$ cat src/rtl/alu_share_arbiter.sv
// alu_share_arbiter: round-robin sequencer that lends one external
// combinational ALU to two requesters. Each operation is accepted over a
// request handshake, held on the ALU for LAT settle cycles, captured, and
// returned to its owner over a response handshake.
module alu_share_arbiter #(
  parameter int N   = 32,
  parameter int LAT = 1
) (
  input  logic         clk,
  input  logic         rst_n,
  input  logic         req_valid_0,
  input  logic         req_valid_1,
  output logic         req_ready_0,
  output logic         req_ready_1,
  input  logic [N-1:0] req_a_0,
  input  logic [N-1:0] req_a_1,
  input  logic [N-1:0] req_b_0,
  input  logic [N-1:0] req_b_1,
  input  logic [3:0]   req_cmd_0,
  input  logic [3:0]   req_cmd_1,
  output logic         rsp_valid_0,
  output logic         rsp_valid_1,
  input  logic         rsp_ready_0,
  input  logic         rsp_ready_1,
  output logic [N-1:0] rsp_z_0,
  output logic [N-1:0] rsp_z_1,
  output logic [N-1:0] alu_a,
  output logic [N-1:0] alu_b,
  output logic [3:0]   alu_cmd,
  input  logic [N-1:0] alu_z,
  output logic         busy,
  output logic         grant_id
);

  typedef enum logic [1:0] {
    IDLE = 2'd0,
    EXEC = 2'd1,
    RESP = 2'd2
  } state_t;

  localparam logic [3:0] LAT_LOAD = 4'(LAT - 1);

  state_t       r_state;
  state_t       w_next_state;
  logic         r_prio;
  logic         r_grant;
  logic [3:0]   r_cnt;
  logic [N-1:0] r_op_a;
  logic [N-1:0] r_op_b;
  logic [3:0]   r_op_cmd;
  logic [N-1:0] r_result;

  logic         w_winner;
  logic         w_accept;
  logic         w_capture;
  logic         w_rsp_done;

  // Arbitration: a lone requester always wins; on a tie the pointer decides.
  always_comb begin
    w_winner = 1'b0;
    if (req_valid_0 && req_valid_1) begin
      w_winner = r_prio;
    end else if (req_valid_1) begin
      w_winner = 1'b1;
    end
  end

  // Next-state logic and handshake strobes; all outputs default first.
  always_comb begin
    w_next_state = r_state;
    req_ready_0  = 1'b0;
    req_ready_1  = 1'b0;
    w_accept     = 1'b0;
    w_capture    = 1'b0;
    w_rsp_done   = 1'b0;
    case (r_state)
      IDLE: begin
        req_ready_0 = req_valid_0 && !w_winner;
        req_ready_1 = req_valid_1 && w_winner;
        if (req_valid_0 || req_valid_1) begin
          w_accept     = 1'b1;
          w_next_state = EXEC;
        end
      end
      EXEC: begin
        if (r_cnt == 4'd0) begin
          w_capture    = 1'b1;
          w_next_state = RESP;
        end
      end
      RESP: begin
        w_rsp_done = r_grant ? rsp_ready_1 : rsp_ready_0;
        if (w_rsp_done) begin
          w_next_state = IDLE;
        end
      end
      default: begin
        w_next_state = IDLE;
      end
    endcase
  end

  // State register.
  always_ff @(posedge clk or negedge rst_n) begin
    if (!rst_n) begin
      r_state <= IDLE;
    end else begin
      r_state <= w_next_state;
    end
  end

  // Operation registers, grant and priority pointer update only at acceptance.
  always_ff @(posedge clk or negedge rst_n) begin
    if (!rst_n) begin
      r_op_a   <= '0;
      r_op_b   <= '0;
      r_op_cmd <= 4'd0;
      r_grant  <= 1'b0;
      r_prio   <= 1'b0;
    end else if (w_accept) begin
      r_op_a   <= w_winner ? req_a_1   : req_a_0;
      r_op_b   <= w_winner ? req_b_1   : req_b_0;
      r_op_cmd <= w_winner ? req_cmd_1 : req_cmd_0;
      r_grant  <= w_winner;
      r_prio   <= ~w_winner;
    end
  end

  // Settle counter: loaded at acceptance, counts down while executing.
  always_ff @(posedge clk or negedge rst_n) begin
    if (!rst_n) begin
      r_cnt <= 4'd0;
    end else if (w_accept) begin
      r_cnt <= LAT_LOAD;
    end else if (r_state == EXEC && r_cnt != 4'd0) begin
      r_cnt <= r_cnt - 4'd1;
    end
  end

  // Result register samples the ALU on the last settle cycle.
  always_ff @(posedge clk or negedge rst_n) begin
    if (!rst_n) begin
      r_result <= '0;
    end else if (w_capture) begin
      r_result <= alu_z;
    end
  end

  assign alu_a       = r_op_a;
  assign alu_b       = r_op_b;
  assign alu_cmd     = r_op_cmd;
  assign busy        = (r_state != IDLE);
  assign grant_id    = r_grant;
  assign rsp_valid_0 = (r_state == RESP) && !r_grant;
  assign rsp_valid_1 = (r_state == RESP) && r_grant;
  assign rsp_z_0     = rsp_valid_0 ? r_result : '0;
  assign rsp_z_1     = rsp_valid_1 ? r_result : '0;

endmodule

$ cat config.mk
export PLATFORM = sky130hd
export DESIGN_NAME = alu_share_arbiter
export DESIGN_NICKNAME = d
export VERILOG_FILES = /design/src/rtl/alu_share_arbiter.sv
export SDC_FILE = /design/constraint.sdc
export NUM_CORES = 1
export LEC_CHECK = 0
export CAP_MARGIN = 5
export CORE_MARGIN = 3
export CORE_UTILIZATION = 39
export CTS_BUF_LIST = sky130_fd_sc_hd__clkbuf_4 sky130_fd_sc_hd__clkbuf_8
export CTS_CLUSTER_SIZE = 30
export DETAILED_ROUTE_END_ITERATION = 10
export PLACE_DENSITY = 0.86
export SLEW_MARGIN = 10
export SYNTH_ARGS = -nofsm -noshare
export SYNTH_HDL_FRONTEND = slang
export SYNTH_SLANG_ARGS = --single-unit
$ cat constraint.sdc
create_clock -name clk -period 1.7 [get_ports clk]
set_input_delay 0.34 -clock clk [delete_from_list [all_inputs] [get_ports clk]]
set_output_delay 0.34 -clock clk [all_outputs]
set_load 0.02 [all_outputs]
==> out/results.txt, run 1 <==
Status -> finished with violations
Failing checks -> setup timing
Placed insts -> 943
FF+latch area -> 2710 um^2
Avg WL per Cell -> 20.3 um
CTS tree -> built
Max clock buf depth -> 2
Worst VDD drop -> 0.00105 V
# rows -> 41
Synth Area in Adders -> 0.473%
RePlAce Congestion -> 0.848
DR vias/cell -> 5.50
Final Slew Violations -> 0
Worst Setup Slack, final -> -0.308 ns
Xor/xnor share of the synthesized area -> 0%
Crit path cell chain -> nor3b_4, buf_6, buf_6, and2_1, buf_6
Crit path DAT -> 1.67 ns
Type of origin of the critical path -> flip-flop
Int Power -> 0.00859 W
Antenna violations before repair -> 0
Final ANT Viol Nets -> 0
Compound-cell area share of the yosys netlist -> 17.1%
Die width -> 123 um
Max Cap Viol -> 0
Fill cells -> 904
Syn avg cell area -> 11.1 um^2
Switching Fraction -> 40.5%
Ys Warns -> 0
Psw -> 0.00584 W
Post-Synth Simple-Gate Area -> 18.2%
Max Clock Skew -> 0.00728 ns
Number of distinct library cells after synthesis -> 39
Post-Route WL -> 19.9 mm
Sum of buffers and inverters on the critical path -> 3
CP delay by family, top -> flip-flops
Clk slew on worst S/H paths -> 0.10 ns
HPWL Detailed -> 13.6 mm
Slowest cell delay on critical path -> 0.46 ns
Total negative slack -> -18.24 ns
Area delta synth->final -> 74.4%
Synth Flop Type -> dfrtp_1
Post-route cell area -> 9240 um^2
Grt total ovfl -> 0
Mux contribution to synthesized area -> 7.92%
Number of global-route vias before repair -> 5342
Die area -> 15000 um^2
Worst-margin pin slew -> 0.609 ns
Final setup vio count -> 138
Critical Path Fanout Max -> 8
Final Cycle Share -> 118%
Initial Util -> 41.0%
Antenna Cells -> 0
Via count -> 5384
Number of enable flip-flop cells after synthesis -> 0
Area of the core -> 12900 um^2
Final min period -> 2.01 ns
PD cells -> 1560 nW/um^2
Combinational fraction of design power -> 56.0%
Post-synthesis sequential area ratio -> 51.0%
HP Class -> input pin to async pin
PortBufs -> 311
F_max -> 498 MHz
WS Path Type -> flip-flop to output pin
Largest family of logic cells by synthesized area -> simple AND/OR/NAND/NOR gates
I/O pin total -> 312
Fin Hold WS -> 0.00991 ns
H-tree Lvls -> 3
Total Power -> 0.0144 W
DRC violations left -> 0
Master of the slowest instance on the critical path -> dfrtp_2
Layout cell share with drive strength beyond 1 -> 27.5%
Worst-Skew Late Latency -> 0.39 ns
RSZ-0062 raised after global routing -> true
Cells after Synth -> 478
Placement Cell Area -> 8650 um^2
Non-filler cells, final -> 979
Sink Count -> 108
Largest net degree at the start of global routing -> 109
Multi-input logic area -> 2450 um^2
Global Route Usage Sum -> 24.5%
Flop pwr share -> 33.0%
Worst Setup SP -> grant_id
Syn Nets -> 654
TritonRoute pass-1 iters -> 4
Num CTS Buffers -> 9
Die H -> 123 um
Hold Fails Final Rpt -> 0
CTS Root Cell -> clkbuf_8
CP required -> 1.36 ns
Slew margin rel. -> 59.4%
Static Leak -> 4.30 nW
Reg2reg start -> r_state[1]
Post-Syn Area -> 5300 um^2
Most common cell type on the critical path -> buf_6
First-pass GRT wire length -> 28.6 mm
Nets -> 978
Critical path endpoint category -> output pin
Clk pwr share -> 11.0%
Async set-or-reset flop fraction in the synthesized netlist -> 100%
Initial DRC Count -> 396
Synth Register Bits -> 108
==> metal layers <==
| metal | up-vias | track usage [%] | part of all wire (%) |
|---|---|---|---|
| li1 | 2408 | - | - |
| met1 | 2626 | 27.7 | 36 |
| met2 | 297 | 42.2 | 51 |
| met3 | 53 | 7.74 | 9.3 |
| met4 | 0 | 11.6 | 3.7 |
| met5 | - | 0 | 0 |
==> sequential cells by signal, indices dropped and copies added, names as in the netlist <==
register and cells:
grant_id 1, r_prio 1, r_result 32, alu_b 32, alu_a 32, alu_cmd 4
r_state 2, r_cnt 4
==> power by group through the flow <==
stage	registers [W]	logic, W	clock network, W
after floorplan	0.00552	0.00343	0
after global placement	0.00467	0.00763	0
after detailed placement	0.00473	0.00783	0
after CTS	0.00467	0.00725	0.00164
after global routing	0.00489	0.00861	0.00175
final	0.00476	0.00809	0.00159
==> cell usage after synthesis, drive strengths merged (2+ instances only) <==
cell	number	area, um^2
a21o	2	15.0
a21oi	26	130
a221o	43	430
a31oi	25	156
and2	65	407
and3	44	275
buf	22	163
clkbuf	24	90.1
dfrtp	108	2700
ha	2	25.0
inv	6	22.5
mux2	33	409
nand2	5	23.8
nand3	25	125
nor2	3	30.0
nor2b	2	12.5
nor3	3	26.3
o21ai	27	135
==> logic make-up after synthesis <==
kind of cell / count (synthesis)
AND/OR/NAND/NOR: 154
AO/OA/AOI/OAI: 128
adder cells (fa/ha/maj): 2
flip-flops: 108
buffers and inverters: 52
multiplexers: 34
==> final timing paths <==
path | slack (ns) | depth (start not counted) | end
worst max-delay path | -0.31 | 5 | rsp_z_0[0]
worst min-delay path | 0.01 | 2 | alu_b[5]
worst max register to register | -0.06 | 6 | r_result[26]
worst min register to register | 0.52 | 1 | alu_b[2]
max in group asynchronous | 1.22 | 2 | alu_a[6]
min in group clk | 0.52 | 1 | alu_b[2]
==> stage by stage <==
stage	setup slack, ns	util, %
5_1_grt	-0.387	71.4
3_5_place_dp	-0.464	66.9
2_1_floorplan	0.00711	-
6_report	-0.308	71.4
3_3_place_gp	-0.469	66.9
4_1_cts	-0.359	67.4
==> cells in the final DEF, fill, tap and decap left out, types with 2 or more instances in the layout <==
cell,netlist,layout
mux2_2,23,23
and3_1,44,44
clkbuf_16,0,3
a21o_1,2,2
a221o_1,43,43
inv_1,5,4
clkbuf_4,0,3
buf_4,1,30
a21oi_1,26,26
and2_4,0,38
o21ai_0,27,27
dfrtp_2,0,2
nand3_1,25,25
and2_1,65,27
nand2_1,3,3
buf_8,0,4
clkbuf_8,0,12
nor3_1,2,2
clkdlybuf4s50_1,0,172
mux2_4,10,10
dfrtp_1,108,106
buf_12,0,6
a31oi_1,25,25
buf_6,8,75
dlygate4sd2_1,0,69
==> what timing repair did <==
action,4_1_cts,5_1_grt
hold buffers,0,0
pin swaps,2,19
endpoints found under the setup margin,181,147
gates resized for setup,320,226
cloned,0,7
buffers inserted,1,12
==> final cells by class <==
| cell class | instances | share of cell area, % |
|---|---|---|
| Multi-Input combinational cell | 318 | 26.5 |
| Clock inverter | 1 | 0.0542 |
| Timing Repair Buffer | 359 | 39.5 |
| Sequential cell | 108 | 29.3 |
| Tap cell | 172 | 2.33 |
| Clock buffer | 15 | 2.03 |
| Inverter | 6 | 0.271 |
Power figures use the tool's default switching activity.
==> inputs of run 2 (changes only) <==
Settings changed: SLEW_MARGIN 10 to 5.
==> results of run 2 <==
No change in the layout: final DEF, timing and power equal those of run 1.
